[src/rtl/ad9361_spi_responder.sv]
// AD9361-style 4-wire SPI responder: 16-bit instruction, 1-8 data bytes, decrementing address.
// SPI pins are oversampled on sys_clk and drive a synchronous register-file port.
`timescale 1ns/1ps

module ad9361_spi_responder #(
    parameter int unsigned ADDR_W      = 10,
    parameter int unsigned SYNC_STAGES = 2
) (
    input  logic              sys_clk,
    input  logic              sys_rst_n,
    input  logic              spi_cs,
    input  logic              spi_sclk,
    input  logic              spi_mosi,
    output logic              spi_miso,
    output logic              spi_miso_oe,
    output logic [ADDR_W-1:0] reg_addr,
    output logic [7:0]        reg_wdata,
    output logic              reg_wr_en,
    output logic              reg_rd_en,
    input  logic [7:0]        reg_rdata,
    output logic              txn_done,
    output logic              txn_abort,
    output logic [15:0]       txn_cnt
);

    typedef enum logic [2:0] {StIdle, StInstr, StWdata, StRdata, StDone} state_e;

    state_e state_q, state_d;

    logic [SYNC_STAGES-1:0] cs_sync_q;
    logic [SYNC_STAGES-1:0] sclk_sync_q;
    logic [SYNC_STAGES-1:0] mosi_sync_q;
    logic                   cs_prev_q;
    logic                   sclk_prev_q;

    logic cs_s;
    logic sclk_s;
    logic mosi_s;
    logic cs_fall;
    logic sclk_rise;
    logic sclk_fall;

    logic [14:0]       shift_q, shift_d;
    logic [3:0]        bit_cnt_q, bit_cnt_d;
    logic [3:0]        bytes_left_q, bytes_left_d;
    logic [ADDR_W-1:0] addr_q, addr_d;
    logic [ADDR_W-1:0] reg_addr_q, reg_addr_d;
    logic [7:0]        reg_wdata_q, reg_wdata_d;
    logic [7:0]        tx_q, tx_d;
    logic              miso_oe_q, miso_oe_d;
    logic              wr_en_q, wr_en_d;
    logic              rd_en_q, rd_en_d;
    logic              load_q;
    logic              done_q, done_d;
    logic              abort_q, abort_d;
    logic [15:0]       txn_cnt_q, txn_cnt_d;

    logic [15:0] instr_word;
    logic [7:0]  rx_byte;

    // CS chain resets high so leaving reset never looks like a CS fall.
    always_ff @(posedge sys_clk or negedge sys_rst_n) begin
        if (!sys_rst_n) begin
            cs_sync_q   <= '1;
            sclk_sync_q <= '0;
            mosi_sync_q <= '0;
            cs_prev_q   <= 1'b1;
            sclk_prev_q <= 1'b0;
        end else begin
            cs_sync_q   <= {cs_sync_q[SYNC_STAGES-2:0], spi_cs};
            sclk_sync_q <= {sclk_sync_q[SYNC_STAGES-2:0], spi_sclk};
            mosi_sync_q <= {mosi_sync_q[SYNC_STAGES-2:0], spi_mosi};
            cs_prev_q   <= cs_s;
            sclk_prev_q <= sclk_s;
        end
    end

    assign cs_s      = cs_sync_q[SYNC_STAGES-1];
    assign sclk_s    = sclk_sync_q[SYNC_STAGES-1];
    assign mosi_s    = mosi_sync_q[SYNC_STAGES-1];
    assign cs_fall   = cs_prev_q & ~cs_s;
    assign sclk_rise = sclk_s & ~sclk_prev_q;
    assign sclk_fall = ~sclk_s & sclk_prev_q;

    assign instr_word = {shift_q, mosi_s};
    assign rx_byte    = {shift_q[6:0], mosi_s};

    always_ff @(posedge sys_clk or negedge sys_rst_n) begin
        if (!sys_rst_n) begin
            state_q <= StIdle;
        end else begin
            state_q <= state_d;
        end
    end

    // CS high always takes priority over an SCLK edge seen in the same cycle.
    always_comb begin
        state_d = state_q;
        case (state_q)
            StIdle: begin
                if (cs_fall) begin
                    state_d = StInstr;
                end
            end
            StInstr: begin
                if (cs_s) begin
                    state_d = StIdle;
                end else if (sclk_rise && (bit_cnt_q == 4'd15)) begin
                    state_d = instr_word[15] ? StWdata : StRdata;
                end
            end
            StWdata, StRdata: begin
                if (cs_s) begin
                    state_d = StIdle;
                end else if (sclk_rise && (bit_cnt_q == 4'd7) && (bytes_left_q == 4'd1)) begin
                    state_d = StDone;
                end
            end
            StDone: begin
                if (cs_s) begin
                    state_d = StIdle;
                end
            end
            default: state_d = StIdle;
        endcase
    end

    always_comb begin
        shift_d      = shift_q;
        bit_cnt_d    = bit_cnt_q;
        bytes_left_d = bytes_left_q;
        addr_d       = addr_q;
        reg_addr_d   = reg_addr_q;
        reg_wdata_d  = reg_wdata_q;
        tx_d         = tx_q;
        miso_oe_d    = miso_oe_q;
        wr_en_d      = 1'b0;
        rd_en_d      = 1'b0;
        done_d       = 1'b0;
        abort_d      = 1'b0;
        txn_cnt_d    = txn_cnt_q;

        // Read data arrives the cycle after the strobe; present its MSB right away.
        if (load_q) begin
            tx_d      = reg_rdata;
            miso_oe_d = 1'b1;
        end

        case (state_q)
            StIdle: begin
                shift_d   = '0;
                bit_cnt_d = '0;
                miso_oe_d = 1'b0;
            end
            StInstr: begin
                if (cs_s) begin
                    abort_d = 1'b1;
                end else if (sclk_rise) begin
                    shift_d   = instr_word[14:0];
                    bit_cnt_d = bit_cnt_q + 4'd1;
                    if (bit_cnt_q == 4'd15) begin
                        bit_cnt_d    = '0;
                        addr_d       = instr_word[ADDR_W-1:0];
                        bytes_left_d = {1'b0, instr_word[14:12]} + 4'd1;
                        if (!instr_word[15]) begin
                            rd_en_d    = 1'b1;
                            reg_addr_d = instr_word[ADDR_W-1:0];
                        end
                    end
                end
            end
            StWdata: begin
                if (cs_s) begin
                    abort_d = 1'b1;
                end else if (sclk_rise) begin
                    shift_d   = instr_word[14:0];
                    bit_cnt_d = bit_cnt_q + 4'd1;
                    if (bit_cnt_q == 4'd7) begin
                        bit_cnt_d    = '0;
                        reg_wdata_d  = rx_byte;
                        reg_addr_d   = addr_q;
                        wr_en_d      = 1'b1;
                        addr_d       = addr_q - 1'b1;
                        bytes_left_d = bytes_left_q - 4'd1;
                    end
                end
            end
            StRdata: begin
                if (cs_s) begin
                    abort_d   = 1'b1;
                    miso_oe_d = 1'b0;
                end else begin
                    // The fall that opens a byte must not shift out the freshly loaded MSB.
                    if (sclk_fall && (bit_cnt_q != 4'd0)) begin
                        tx_d = {tx_q[6:0], 1'b0};
                    end
                    if (sclk_rise) begin
                        bit_cnt_d = bit_cnt_q + 4'd1;
                        if (bit_cnt_q == 4'd7) begin
                            bit_cnt_d = '0;
                            if (bytes_left_q == 4'd1) begin
                                miso_oe_d = 1'b0;
                            end else begin
                                addr_d       = addr_q - 1'b1;
                                reg_addr_d   = addr_q - 1'b1;
                                rd_en_d      = 1'b1;
                                bytes_left_d = bytes_left_q - 4'd1;
                            end
                        end
                    end
                end
            end
            StDone: begin
                miso_oe_d = 1'b0;
                if (cs_s) begin
                    done_d    = 1'b1;
                    txn_cnt_d = txn_cnt_q + 16'd1;
                end
            end
            default: begin
                miso_oe_d = 1'b0;
            end
        endcase
    end

    always_ff @(posedge sys_clk or negedge sys_rst_n) begin
        if (!sys_rst_n) begin
            shift_q      <= '0;
            bit_cnt_q    <= '0;
            bytes_left_q <= '0;
            addr_q       <= '0;
            reg_addr_q   <= '0;
            reg_wdata_q  <= '0;
            tx_q         <= '0;
            miso_oe_q    <= 1'b0;
            wr_en_q      <= 1'b0;
            rd_en_q      <= 1'b0;
            load_q       <= 1'b0;
            done_q       <= 1'b0;
            abort_q      <= 1'b0;
            txn_cnt_q    <= '0;
        end else begin
            shift_q      <= shift_d;
            bit_cnt_q    <= bit_cnt_d;
            bytes_left_q <= bytes_left_d;
            addr_q       <= addr_d;
            reg_addr_q   <= reg_addr_d;
            reg_wdata_q  <= reg_wdata_d;
            tx_q         <= tx_d;
            miso_oe_q    <= miso_oe_d;
            wr_en_q      <= wr_en_d;
            rd_en_q      <= rd_en_d;
            load_q       <= rd_en_q;
            done_q       <= done_d;
            abort_q      <= abort_d;
            txn_cnt_q    <= txn_cnt_d;
        end
    end

    always_comb begin
        spi_miso_oe = miso_oe_q;
        spi_miso    = miso_oe_q & tx_q[7];
        reg_addr    = reg_addr_q;
        reg_wdata   = reg_wdata_q;
        reg_wr_en   = wr_en_q;
        reg_rd_en   = rd_en_q;
        txn_done    = done_q;
        txn_abort   = abort_q;
        txn_cnt     = txn_cnt_q;
    end

endmodule

[config.mk]
export PLATFORM = sky130hd
export DESIGN_NAME = ad9361_spi_responder
export DESIGN_NICKNAME = d
export VERILOG_FILES = /design/src/rtl/ad9361_spi_responder.sv
export SDC_FILE = /design/constraint.sdc
export NUM_CORES = 1
export LEC_CHECK = 0
export CAP_MARGIN = 30
export CORE_MARGIN = 3
export CORE_UTILIZATION = 45
export DETAILED_ROUTE_END_ITERATION = 10
export PLACE_DENSITY = 0.73
export SLEW_MARGIN = 10
export SYNTH_ARGS = -nofsm -noshare
export SYNTH_HDL_FRONTEND = slang
export SYNTH_SLANG_ARGS = --single-unit
export TNS_END_PERCENT = 100
[constraint.sdc]
create_clock -name sys_clk -period 3.13 [get_ports sys_clk]
set_input_delay 0.626 -clock sys_clk [delete_from_list [all_inputs] [get_ports sys_clk]]
set_output_delay 0.626 -clock sys_clk [all_outputs]
set_load 0.02 [all_outputs]
# Word level (Yosys, flattened, before mapping)
# Index checks and enable logic that the tools add are counted.
dict set report word_totals {
  word_cells 151
  input_bits 13
  out_inout_bits 40
  ff_bits 92
}
dict set report classes {
  mux 74
  eq_ne 26
  addsub 5
  bitwise 7
  n_reduce_logical 19
}
# operator n
set op_table {}
lappend op_table {{10-bit two-way mux} 17}
lappend op_table {{4-bit two-way mux} 16}
lappend op_table {{10-bit case mux with 3 select lines} 2}
lappend op_table {{8-bit two-way mux} 4}
lappend op_table {{15-bit two-way mux} 2}
lappend op_table {{2-bit != test, second input constant} 15}
lappend op_table {{15-bit case mux with 2 select lines} 1}
lappend op_table {{4-bit case mux with 3 select lines} 2}
lappend op_table {{1-bit two-way mux} 21}
lappend op_table {{3-bit two-way mux} 6}
lappend op_table {{16-bit by 1-bit adder with 16-bit output, second input constant} 1}
lappend op_table {{3-bit case mux with 4 select lines} 1}
lappend op_table {{12-bit AND reduction} 1}
lappend op_table {{11-bit AND reduction} 1}
lappend op_table {{10-bit by 1-bit subtractor with 10-bit output, second input constant} 1}
lappend op_table {{4-bit AND reduction} 2}
lappend op_table {{3-bit by 2-bit equality test with 1-bit output, second input constant} 2}
lappend op_table {{3-bit nonzero test} 2}
lappend op_table {{5-bit AND reduction} 1}
lappend op_table {{3-bit by 1-bit adder with 4-bit output, second input constant} 1}
lappend op_table {{4-bit by 1-bit adder with 4-bit output, second input constant} 1}
lappend op_table {{1-bit bitwise AND} 4}
lappend op_table {{4-bit by 1-bit equality test with 1-bit output, second input constant} 1}
lappend op_table {{4-bit by 3-bit equality test with 1-bit output, second input constant} 1}
lappend op_table {{17 further kinds} 25}

# Depth between registers and ports, before layout
# Gate-level depths: netlist of the first run.
dict set report depth {
  word_depth 7
  ltp_mapped 8
  depth_no_buf 6
}

# Worst setup path after synthesis of the first run
# OpenSTA, ideal clock, no wires.
dict set report synth_path {
  path_kind {reg-to-reg}
  from {register cs_sync_q[1]}
  to {register reg_addr_q[0] (netlist: reg_addr[0])}
  path_stages_with_launch 7
  setup_ps 125
  path_buffers 2
  slack_ps 903
  synth_period_minus_slack_ps 2227
  t_arrival_ps 2103
  t_required_ps 3005
  path_cell_list {dfstp_2 -> or3b_1 -> buf_2 -> a311o_1 -> buf_2 -> a311oi_4 -> mux2_2}
}
dict set report synth_between {
  elab_chain_cells 2
  elab_cells_between_ends 4
  classes_between {eq/ne: 3; reduce/logical: 1}
}
# element line
set synth_lines {}
lappend synth_lines {{from (decl)} 30} ;# logic [SYNC_STAGES-1:0] cs_sync_q;
lappend synth_lines {{from (signal assigned)} 70} ;# cs_sync_q <= {cs_sync_q[SYNC_STAGES-2:0], spi_cs};
lappend synth_lines {{2-bit != test (no source line)} -}
lappend synth_lines {{12-bit AND reduction (no source line) (*)} -}
lappend synth_lines {{to (signal assigned)} 247} ;# reg_addr_q <= reg_addr_d;
lappend synth_lines {{to (decl)} 47} ;# logic [ADDR_W-1:0] reg_addr_q, reg_addr_d;
# Mark *: on every way between the ends. The rest lies on a longest branch, timed or not.
# A chain may end at the register's enable or synchronous reset.

# Final worst setup path of the first run
dict set report layout_path {
  from {register cs_sync_q[1]}
  to {register reg_addr_q[3] (netlist: reg_addr[3])}
}
# Same word-level chain as after synthesis.

==> results.txt, run 1 <==
The flow ran to the end, and the final reports show no timing, DRC or antenna violations. Buffer type at the clock tree root: sky130_fd_sc_hd__clkbuf_8. The path class of the tightest hold or removal check is in -> async. The detailed-route via count is 3293. Dominant synthesized flop cell: sky130_fd_sc_hd__dfrtp_1. The first routing iteration left 220 violations. Of the cells placed in the final design, the portion with a size suffix greater than 1 is 12.2%. The number of library cell types mapped by synthesis was 57; the via count of the first global-routing pass was 3355. Once layout is complete, the cells apart from fillers number 587.

The clock net in this run drives a total of 92 sinks. Overall power: 3090 µW. Dividing the detail-routed wire length by the instance count gives 15.7 µm. For the worst flop-to-flop path, the logic depth is 4. Number of primary I/O pins: 53. The leakage power figure is 0.00227 µW.

Vertical die dimension: 105 µm. For this design, the CTS-stage hold fixing added 0 buffers. The logs give 0 ns for the sum of negative setup slack and 408 for the number of instances in the synthesized netlist.

The logs give 0.0157 ns for the final worst clock skew and 571 for the number of placed cells counting well taps. Measured against its own limit, the worst slew margin works out to 35.2%. The share of flip-flops with an asynchronous set or reset was 100%. The worst setup path is launched from a flip-flop. Cell area after synthesis: 4390 µm². Setup repair after global routing left no endpoint under its margin. The largest net degree at the start of global routing came out at 93. Residual antenna-violating net count after detailed routing: 0. At the end of routability-driven placement, the weighted congestion stood at 0.867. The arithmetic-cell share of the synthesized area counting full adders, half adders and majority gates was 2.00%. Post-CTS repair changed the size of 0 cells. For the number of iterations in the first detailed-routing pass, the log shows 4. The fraction of synthesized cell area in xor and xnor cells works out to 4.19%. Port buffering added 52 buffers. At the pin with the least slew margin, the transition time is 0.970 ns.

The portion of synthesized area spent on multiplexers is 7.42%. TritonCTS built the clock tree. The worst setup path is captured at a flip-flop. The synthesized design contains 92 register bits.

The floorplan step set the die width to 105 µm. The worst path needs 2.39 ns of the cycle, external delays included. The clock passes through at most 2 buffers. The total wire length was 9.24 mm. The number of endpoints with negative hold slack in the final report is 0, and the largest driver fanout on the critical path is 10. The clock edge transition at the registers on the reported setup and hold paths works out to 0.09 ns. After floorplanning, the core was divided into 35 placement rows. Dividing the detail-routed via count by the number of cells gives 5.61. STA puts the critical path data arrival time at 2.64 ns. The global-route congestion overflow total is 0.

For this configuration, the core starts out at a cell density of 46.8%. Relative to the synthesized area, the layout overhead comes to 19.9%. Of the available clock period, the critical path in the final layout requires 76.4%. The H-tree level count is 3. The layout has 841 filler cells.

The die outline area is 11000 µm², and the area fraction in and, or, nand and nor cells after synthesis is 15.3%. Counting every net in the synthesized netlist gives 428. The run gives 473 as the net count reported at finish.

Counting flops with a built-in enable in the synthesized netlist gives 0. Across every metal layer, demand over resource in global routing totals 17.9%. The tool flagged a number of max-cap violations equal to 0.

The logs give 0 for the number of remaining DRC errors and 3.38 ns for the required time of the critical path. The clock latency of the later-clocked register in the worst-skew pair is 0.36 ns. The complex-gate fraction of the synthesized area was 15.0%; the number of buffers added by the clock tree synthesis step was 9. Summing the sequential cell areas from Yosys gives 52.6% of the chip area.

The number of antenna violations at the first check in global routing was 0; the final antenna diode count was 0. The first global-routing pass estimated 16.3 mm of wire. The utilization of the core after routing is 56.1%, and the Yosys warning count is 0. The mean instance size in the synthesized netlist came out at 10.8 µm². Static timing analysis puts the maximum clock frequency at 418 MHz.

The areal power density over the cells came out at 587 nW/µm². The total area inside the core boundary comes to 9370 µm². Setup violations remaining at the end of the flow were counted as 0. After synthesis, the largest family of logic cells by area is simple AND/OR/NAND/NOR gates. The critical path is of the reg -> reg type.

The tools report the final HPWL from detailed placement as 6.28 mm. For the count of final max-slew check failures, the log shows 0. Post-CTS timing repair inserted 0 buffers for setup.

The maximum vdd drop is 0.000238 V.
## metrics by stage
stage / cell area, µm² / setup slack (ns) / hold WS [ns]
final: 5260 / 0.738 / 0.298
after global routing: 5260 / 0.638 / 0.320
after CTS: 5260 / 0.679 / 0.320
after detailed placement: 5040 / 0.703 / 0.337
after global placement: 5040 / 0.799 / 0.333
after floorplan: 4390 / 0.903 / 0.330
## critical path, stage by stage (launching register included)
cell and delay [ns]:
sky130_fd_sc_hd__dfstp_2 0.42, sky130_fd_sc_hd__or3b_1 0.52, sky130_fd_sc_hd__a311o_1 0.36, sky130_fd_sc_hd__a311oi_4 0.57
sky130_fd_sc_hd__mux2_2 0.41
## flip-flops by register name (all words and copies together), names as in the netlist, 2 cells and up
signal / count
shift_q: 15
tx_q: 8
cs_sync_q: 2
reg_wdata: 8
bytes_left_q: 4
bit_cnt_q: 4
sclk_sync_q: 2
addr_q: 10
txn_cnt: 16
mosi_sync_q: 2
state_q: 3
reg_addr: 10
## path summary, 6_finish.rpt
kind / from / to / slack, ns
setup / recovery: cs_sync_q[1] / reg_addr[3] / 0.74
hold / removal: sys_rst_n / reg_addr[5] / 0.30
setup reg to reg: cs_sync_q[1] / reg_addr[3] / 0.74
hold reg to reg: cs_sync_q[0] / cs_sync_q[1] / 0.37
max in group asynchronous: sys_rst_n / cs_prev_q / 2.44
min in group sys_clk: cs_sync_q[0] / cs_sync_q[1] / 0.37
## synth_stat cells, types with 3 or more instances
| cell type | n | area (µm²) |
|---|---|---|
| sky130_fd_sc_hd__a31oi_1 | 13 | 81.3 |
| sky130_fd_sc_hd__and2_1 | 6 | 37.5 |
| sky130_fd_sc_hd__o31ai_1 | 3 | 22.5 |
| sky130_fd_sc_hd__nand2b_1 | 4 | 25.0 |
| sky130_fd_sc_hd__a21oi_1 | 20 | 100 |
| sky130_fd_sc_hd__nor3b_1 | 5 | 37.5 |
| sky130_fd_sc_hd__buf_2 | 4 | 20.0 |
| sky130_fd_sc_hd__dfstp_2 | 3 | 78.8 |
| sky130_fd_sc_hd__nand4_1 | 5 | 31.3 |
| sky130_fd_sc_hd__a22o_1 | 15 | 131 |
| sky130_fd_sc_hd__nand3_1 | 10 | 50.1 |
| sky130_fd_sc_hd__and4_1 | 3 | 26.3 |
| sky130_fd_sc_hd__nand2_1 | 12 | 45.0 |
| sky130_fd_sc_hd__mux2i_1 | 10 | 100 |
| sky130_fd_sc_hd__dfrtp_1 | 89 | 2230 |
| sky130_fd_sc_hd__o21ai_0 | 17 | 85.1 |
| sky130_fd_sc_hd__o22a_1 | 5 | 43.8 |
| sky130_fd_sc_hd__or4_1 | 7 | 52.6 |
| sky130_fd_sc_hd__nor2_1 | 41 | 154 |
| sky130_fd_sc_hd__inv_1 | 12 | 45.0 |
| sky130_fd_sc_hd__buf_1 | 3 | 11.3 |
| sky130_fd_sc_hd__nor3_1 | 13 | 65.1 |
| sky130_fd_sc_hd__ha_1 | 7 | 87.6 |
| sky130_fd_sc_hd__clkbuf_1 | 21 | 78.8 |
| sky130_fd_sc_hd__xnor2_1 | 10 | 87.6 |
| sky130_fd_sc_hd__mux2_2 | 20 | 225 |
| sky130_fd_sc_hd__xor2_1 | 11 | 96.3 |
## kinds of logic (layout without fill, tap and decap cells)
kind of cell,Yosys count,in the layout
DFF,92,92
AOI/OAI and AO/OA,94,94
adders and majority gates,7,7
and+or+nand+nor,124,124
buffers and inverters,40,90
xor gates and xnor gates,21,21
muxes,30,30
## area by class of cell
class                   count  area (µm²)  share of cell area (%)
flip-flops and latches     92        2310                    43.8
inverters                  12        45.0                   0.857
clock inverters             6        87.6                    1.67
multi-input cells         276        1930                    36.6
well taps                 129         161                    3.07
clock buffers              10         128                    2.43
repair buffers             62         606                    11.5
## layer usage
layer / up-vias / routed length [µm] / GRT usage (%)
li1: 1568 / - / -
met1: 1632 / 4330 / 25.4
met2: 81 / 4420 / 28.0
met3: 12 / 378 / 3.77
met4: 0 / 114 / 4.78
met5: - / 0 / 0
## layout by cell type (no fill, tap or decap), types with 11 or more instances in the layout
master                            count
sky130_fd_sc_hd__dfrtp_1             89
sky130_fd_sc_hd__clkdlybuf4s50_1     51
sky130_fd_sc_hd__nor2_1              41
sky130_fd_sc_hd__a21oi_1             20
sky130_fd_sc_hd__mux2_2              20
sky130_fd_sc_hd__o21ai_0             17
sky130_fd_sc_hd__a22o_1              15
sky130_fd_sc_hd__a31oi_1             13
sky130_fd_sc_hd__nor3_1              13
sky130_fd_sc_hd__inv_1               12
sky130_fd_sc_hd__nand2_1             12
sky130_fd_sc_hd__xor2_1              11
## report_power, final
group,total [µW],internal (µW),switching (µW)
Combinational,750,309,441
Clock,872,454,418
Sequential,1460,1300,167
Total,3090,2060,1030
Note: power is estimated with default switching activity, not from simulation.
==> run 2: changes to the inputs <==
Settings changed: PLACE_DENSITY 0.73 to 0.75.
Clock period 3.13 ns to 2 ns, I/O delays scaled along.
==> run 2 against run 1 <==
The run now ends with hold timing, setup timing left. Core utilization grew 4.6 points. Sequential power grew 50%. Design area grew 8.3%. Non-clock buffer count grew 42. Clock-buffer cell count grew 1. Power grew 69%. First-iteration DRC count grew 45%.
==> results.txt, run 2 (synthesis gave the netlist of run 1 again) <==
In this run the static leakage power is 0.00250 µW. Port buffering added 52 buffers. The tools report the reg-to-reg startpoint as sclk_prev_q. The design draws 5230 µW. Clock tree synthesis inserted a total of 9 buffers. The final antenna diode count is 0. STA puts the critical path data arrival time at 2.31 ns.

The worst setup path is launched from a flip-flop. For this run, the number of standard cells in the final layout without fillers is 629. The sequential cell area was 2310 µm². TritonCTS built the clock tree. The kind of capture point of the worst setup path is a flip-flop. CTS placed an instance of sky130_fd_sc_hd__clkbuf_8 at the clock tree root.

For this configuration, the core starts out at a cell density of 46.8%. For this design, the CTS-stage hold fixing added 0 buffers. Endpoint of the worst-slack reg-to-reg timing path: reg_addr[6]. The checks that failed: hold timing, setup timing. For the final database, setup skew stands at 0.0164 ns. Measured against its own limit, the worst slew margin works out to 58.7%. The number of antenna violations at the first check in global routing came out at 0. For this design the ratio of total power to cell area is 918 nW/µm². The setup check on the worst reg-to-reg path leaves a slack of -0.06 ns.

The die covers 11000 µm². Based on the critical path, the design can be clocked at up to 485 MHz. The net count reported at finish was 515; the H-tree level count was 3. The placed instances occupy a cell area of 5360 µm². The path depth of the worst reg2reg path was 5. The clock passes through at most 2 buffers. The least setup slack across all paths after layout was -0.0605 ns; the largest driver fanout on the critical path was 10. Type of the most critical hold path: in -> async. In the final layout, the share of cells above drive strength 1 is 22.6%.

The count of final max-slew check failures came out at 0. The library cells used most frequently in the layout, excluding fill and tap cells, are sky130_fd_sc_hd__dfrtp_1, sky130_fd_sc_hd__clkdlybuf4s50_1, sky130_fd_sc_hd__buf_4, sky130_fd_sc_hd__nor2_1, sky130_fd_sc_hd__a21oi_1. Number of cell rows: 35.

For the detailed-route via count, the log shows 3508. The count of filler cells inserted in the layout is 791, and the sum of negative setup slack is -0.606 ns. The final count of negative-setup-slack endpoints came out at 12. The congestion estimate from routability-driven global placement came to 0.891. The number of endpoints with negative hold slack in the final report came out at 5. The tools report the total wire length as 10.0 mm.

The region available for standard cell placement spans 9370 µm². At the pin with the least slew margin, the transition time is 0.615 ns. The number of flip-flops in the largest register came out at 16. Count of clock tree sinks: 92. The clock edge transition at the registers on the reported setup and hold paths is 0.10 ns, and the max-capacitance violation count is 0. The library cell used most frequently in the layout, excluding fill and tap cells, is sky130_fd_sc_hd__dfrtp_1. The total routing resource utilization after global routing is 18.7%. The finished cells cover 5690 µm². The largest net degree at the start of global routing came out at 35. After the first detailed-routing iteration, the DRC count stood at 319. Summing all multi-input logic gate instances after layout gives 2010 µm². Summed over all layers, the global routing overflow is 0. The logs give -0.0111 ns for the worst hold slack and 3554 for the via count of the first global-routing pass.

Dividing the detail-routed wire length by the instance count gives 15.9 µm. In this run the horizontal extent of the chip is 105 µm. From bottom edge to top edge, the die measures 105 µm. In this run the remaining antenna-violating nets after routing total 0.

Clock latency on the worst-skew pair, taken at its later pin, is 0.36 ns. Setup repair after global routing could not meet its margin everywhere. Using the TritonRoute via totals, the vias-per-cell ratio works out to 5.58. The run finished, with violations left. For this run, the detailed router's first-pass iteration total came to 4. The first global-routing pass estimated 17.0 mm of wire. The critical path in this run is classified as reg -> reg.

Compared with the post-synthesis result, the final layout area differs by 29.8%. The share of the clock period used by the worst path came out at 103%. The smallest clock period supported by the final layout is computed as 2.06 ns. At the placement stage, the worst setup path has a slack of -0.0781 ns. After detailed placement, the design holds a cell count of 610.

Data on the critical path is required at its endpoint by 2.25 ns. IR analysis of the VDD net gives a maximum drop of 0.000431 V. For this run, design rule violations remaining after detail routing come to 0. The number of primary I/O pins was 53. For the final HPWL from detailed placement, the log shows 6.99 mm.
-- run 2: layout make-up --
class	instances	area share [%]
repair buffers	104	16.8
clock inverters	5	1.14
clock buffers	11	2.66
flip-flops and latches	92	40.5
well taps	129	2.83
inverters	12	0.791
multi-input cells	276	35.3
-- run 2: how the worst max path moves through the flow --
stage,start,to,slack (ns),cells past startpoint
floorplan,cs_sync_q[1],reg_addr[0],-0.22,6
global placement,cs_sync_q[1],addr_q[0],-0.02,6
detailed placement,bytes_left_q[0],addr_q[0],-0.08,7
CTS,cs_sync_q[1],reg_addr[8],-0.06,5
global route,sclk_prev_q,reg_addr[8],-0.11,5
finish,sclk_prev_q,reg_addr[6],-0.06,5
-- run 2: timing repair --
item	in CTS	in global routing
gates resized for setup	12	11
endpoints found under the setup margin	33	24
buffers inserted	2	1
pin swaps	1	1
endpoints found under the hold margin	0	0
-- run 2: layer usage --
| layer | up-vias | track usage, % | wire [µm] |
|---|---|---|---|
| met3 | 19 | 4.01 | 505 |
| met1 | 1735 | 25.2 | 4420 |
| met5 | - | 0 | 0 |
| met4 | 0 | 6.28 | 187 |
| li1 | 1655 | - | - |
| met2 | 99 | 30.2 | 4900 |
-- run 2: critical path: stages (launching register included) --
cell                       delay [ns]
sky130_fd_sc_hd__dfrtp_1         0.39
sky130_fd_sc_hd__or3b_4          0.39
sky130_fd_sc_hd__a311o_1         0.38
sky130_fd_sc_hd__a311oi_4        0.28
sky130_fd_sc_hd__buf_12          0.18
sky130_fd_sc_hd__mux2_2          0.33
-- run 2: report_power, final --
| group | internal [µW] | switching (µW) | total, µW |
|---|---|---|---|
| Clock | 663 | 686 | 1350 |
| Combinational | 772 | 910 | 1680 |
| Sequential | 2030 | 163 | 2190 |
| Total | 3470 | 1760 | 5230 |
-- run 2: per-stage QoR --
stage               util (%)  hold WS [ns]
floorplan                  -         0.104
global placement        57.2         0.334
detailed placement      57.2         0.340
CTS                     60.1       0.00320
global route            60.8       0.00985
finish                  60.8       -0.0111
==> run 3: changes to the inputs <==
Settings changed: PLACE_DENSITY 0.75 to 0.73, SKIP_LAST_GASP set to 1.
Clock period 2 ns to 2.27 ns, I/O delays scaled along.
==> run 3 against run 2 <==
The run now ends clean. Sequential power is 9.6% lower. Core utilization is 3.6 points lower. Clock skew is 0.0065 ns lower. First-iteration DRC count is 29% lower. Worst hold slack better by 0.030 ns.
==> results.txt, run 3 (synthesis gave the netlist of run 1 again) <==
In this run the worst hold path is classified as in -> async. The tools report the max-slew headroom at the worst pin as 65.5%. The signal on the critical path passes through ha_1 > nor3b_1 > a311o_1 > a311oi_4 > buf_12 > mux2_2. The total of cells resized after clock tree synthesis is 0, and the initial core utilization is 46.8%. The tools report the global-route congestion overflow total as 0. For the detailed-route via count, the log shows 3374. The standard cell core area came out at 9370 µm². The areal power density over the cells is 787 nW/µm². The run finished with clean final reports.

The vertical die dimension was 105 µm; the number of DRC markers in iteration 0 was 228. The quantity of hold-fixing buffers added after cts is 0, and the number of buffers added on ports is 52. Of the available clock period, the critical path in the final layout requires 93.0%. STA classifies the critical path endpoint as a flip-flop. The path depth of the worst reg2reg path works out to 6. After detailed placement, the design holds a cell count of 584. The number of remaining DRC errors is 0, and the final weighted congestion of routability-driven global placement is 0.946.

Number of flip-flops in the largest register: 16. The tools report the buffer type at the clock tree root as sky130_fd_sc_hd__clkbuf_8. After detailed routing, the total wire length is 9.25 mm. Leaving out fill and tap cells, the most frequent cell in the layout is sky130_fd_sc_hd__dfrtp_1.

The number of buffers added by the clock tree synthesis step is 9, and the clock latency of the later-clocked register in the worst-skew pair is 0.36 ns. The via count of the first global-routing pass came out at 3293. The number of antenna violations at the first check in global routing is 0. The number of standard cells in the final layout excluding fillers is 601, and the residual antenna-violating net count after detailed routing is 0. Setup repair after global routing left no endpoint under its margin. For the max-capacitance violation count, the log shows 0. Global routing consumed, over all layers together, 17.9% of the routing resources.

The tools report the worst hold slack as 0.0184 ns. Of the total power, combinational logic draws 27.2%. The largest individual stage delay along the critical path comes from the cell sky130_fd_sc_hd__dfrtp_1. After clock tree synthesis, the setup repair step added 0 buffers.

After floorplanning, the core was divided into 35 placement rows. In this run the power spent charging and discharging nets is 1430 µW. After detailed routing, the number of vias per cell comes to 5.61. For the worst setup path, the data required time is 2.51 ns. The share of cells above drive strength 1 came out at 15.0%. Entering global routing, the biggest net connects 47 pins. The clock edge transition at the registers on the reported setup and hold paths works out to 0.10 ns.

The share of total power dissipated in the clock network is 25.8%. Counting I/O delays and the setup requirement, the final critical path takes 2.11 ns. The switching part of the total power works out to 34.0%. The die outline area came out at 11000 µm². The run gives 0.00990 ns as the final worst clock skew. The average detailed-routed wire length per instance was 15.4 µm; the chip width was 105 µm. The kind of critical path is reg -> reg.

The number of endpoints with negative hold slack in the final report is 0, and the number of iterations in the first detailed-routing pass is 4. In this run the deepest clock path goes through 2 buffers. The library cells used most frequently in the layout, excluding fill and tap cells, are sky130_fd_sc_hd__dfrtp_1, sky130_fd_sc_hd__clkdlybuf4s50_1, sky130_fd_sc_hd__nor2_1, sky130_fd_sc_hd__buf_4. Launching element type of the critical path: a flip-flop.

The count of final max-slew check failures came out at 0. The tools report the endpoint of the worst-slack reg-to-reg timing path as reg_addr[8]. Of all nets on the critical path, the largest fanout is 10.

The arrival time of the worst setup path was 2.35 ns; the maximum vdd drop was 0.000311 V. The run gives 92 as the count of clock tree sinks. Setup violations remaining at the end of the flow were counted as 0. In this run the number of H-tree levels came out at 3.

The number of primary I/O pins came out at 53. For this run, the post-layout net count is 487. The internal power of the cells was 2780 µW.

The final antenna diode count was 0. The tools report the first-pass GRT wire length as 16.2 mm. The synthesis-to-finish area growth was 22.1%; the maximum cell stage delay along the critical path was 0.43 ns.

For the pin with the worst max-slew slack, the measured transition is 0.514 ns. Detailed placement finished with a half-perimeter wire length of 6.48 mm. The highest clock rate is 474 MHz, and the sum of negative setup slack is 0 ns.

The reg-to-reg startpoint was bytes_left_q[0]. TritonCTS built the clock tree. Sequential cells burn 47.1% of the power. For this run, the share of the core covered by cells in the final layout is 57.2%. The tools report the leakage power figure as 0.00232 µW. Setup slack on the worst reg-to-reg path comes out at 0.16 ns.
run 3: cell type report:
class / instances / area (µm²)
inverter: 12 / 45.0
sequential: 92 / 2310
fill: 819 / 4020
clock inverter: 4 / 30.0
tap: 129 / 161
clock buffer: 12 / 165
multi-input combinational: 276 / 1930
timing repair buffer: 76 / 723
run 3: critical path, delay by kind of cell (launching register included):
family	cells	cell delay, ns
AO/OA/AOI/OAI	2	0.70
flip-flops	1	0.43
multiplexers	1	0.33
buffers and inverters	1	0.18
AND/OR/NAND/NOR	1	0.16
adder cells (fa/ha/maj)	1	0.20
run 3: worst max-delay path by stage:
stage,slack (ns),cells after the start,end,start
floorplan,0.04,6,reg_addr[0],cs_sync_q[1]
global placement,0.23,6,reg_addr[9],bytes_left_q[0]
detailed placement,0.18,6,reg_addr[8],bit_cnt_q[0]
CTS,0.16,6,reg_addr[8],bytes_left_q[0]
global route,0.03,5,bytes_left_q[0],bytes_left_q[0]
finish,0.16,6,reg_addr[8],bytes_left_q[0]
run 3: through the flow:
stage,total power [µW],setup slack (ns),area [µm²]
final,4220,0.160,5360
after global routing,4460,0.0274,5360
after CTS,4230,0.156,5350
after detailed placement,3140,0.176,5150
after global placement,3100,0.226,5150
after floorplan,2730,0.0428,4390
run 3: metal layers:
metal / track usage, % / vias up / routed length, µm
met5: 0 / - / 0
met4: 6.47 / 0 / 136
met3: 3.21 / 11 / 418
met2: 27.2 / 91 / 4280
met1: 25.6 / 1677 / 4420
li1: - / 1595 / -
run 3: power by group through the flow:
| stage | Clock [µW] | Sequential [µW] | Combinational (µW) |
|---|---|---|---|
| 5_1_grt | 1190 | 2010 | 1260 |
| 4_1_cts | 1120 | 1980 | 1130 |
| 2_1_floorplan | 0 | 1960 | 770 |
| 6_report | 1090 | 1980 | 1150 |
| 3_5_place_dp | 0 | 2010 | 1120 |
| 3_3_place_gp | 0 | 2000 | 1090 |
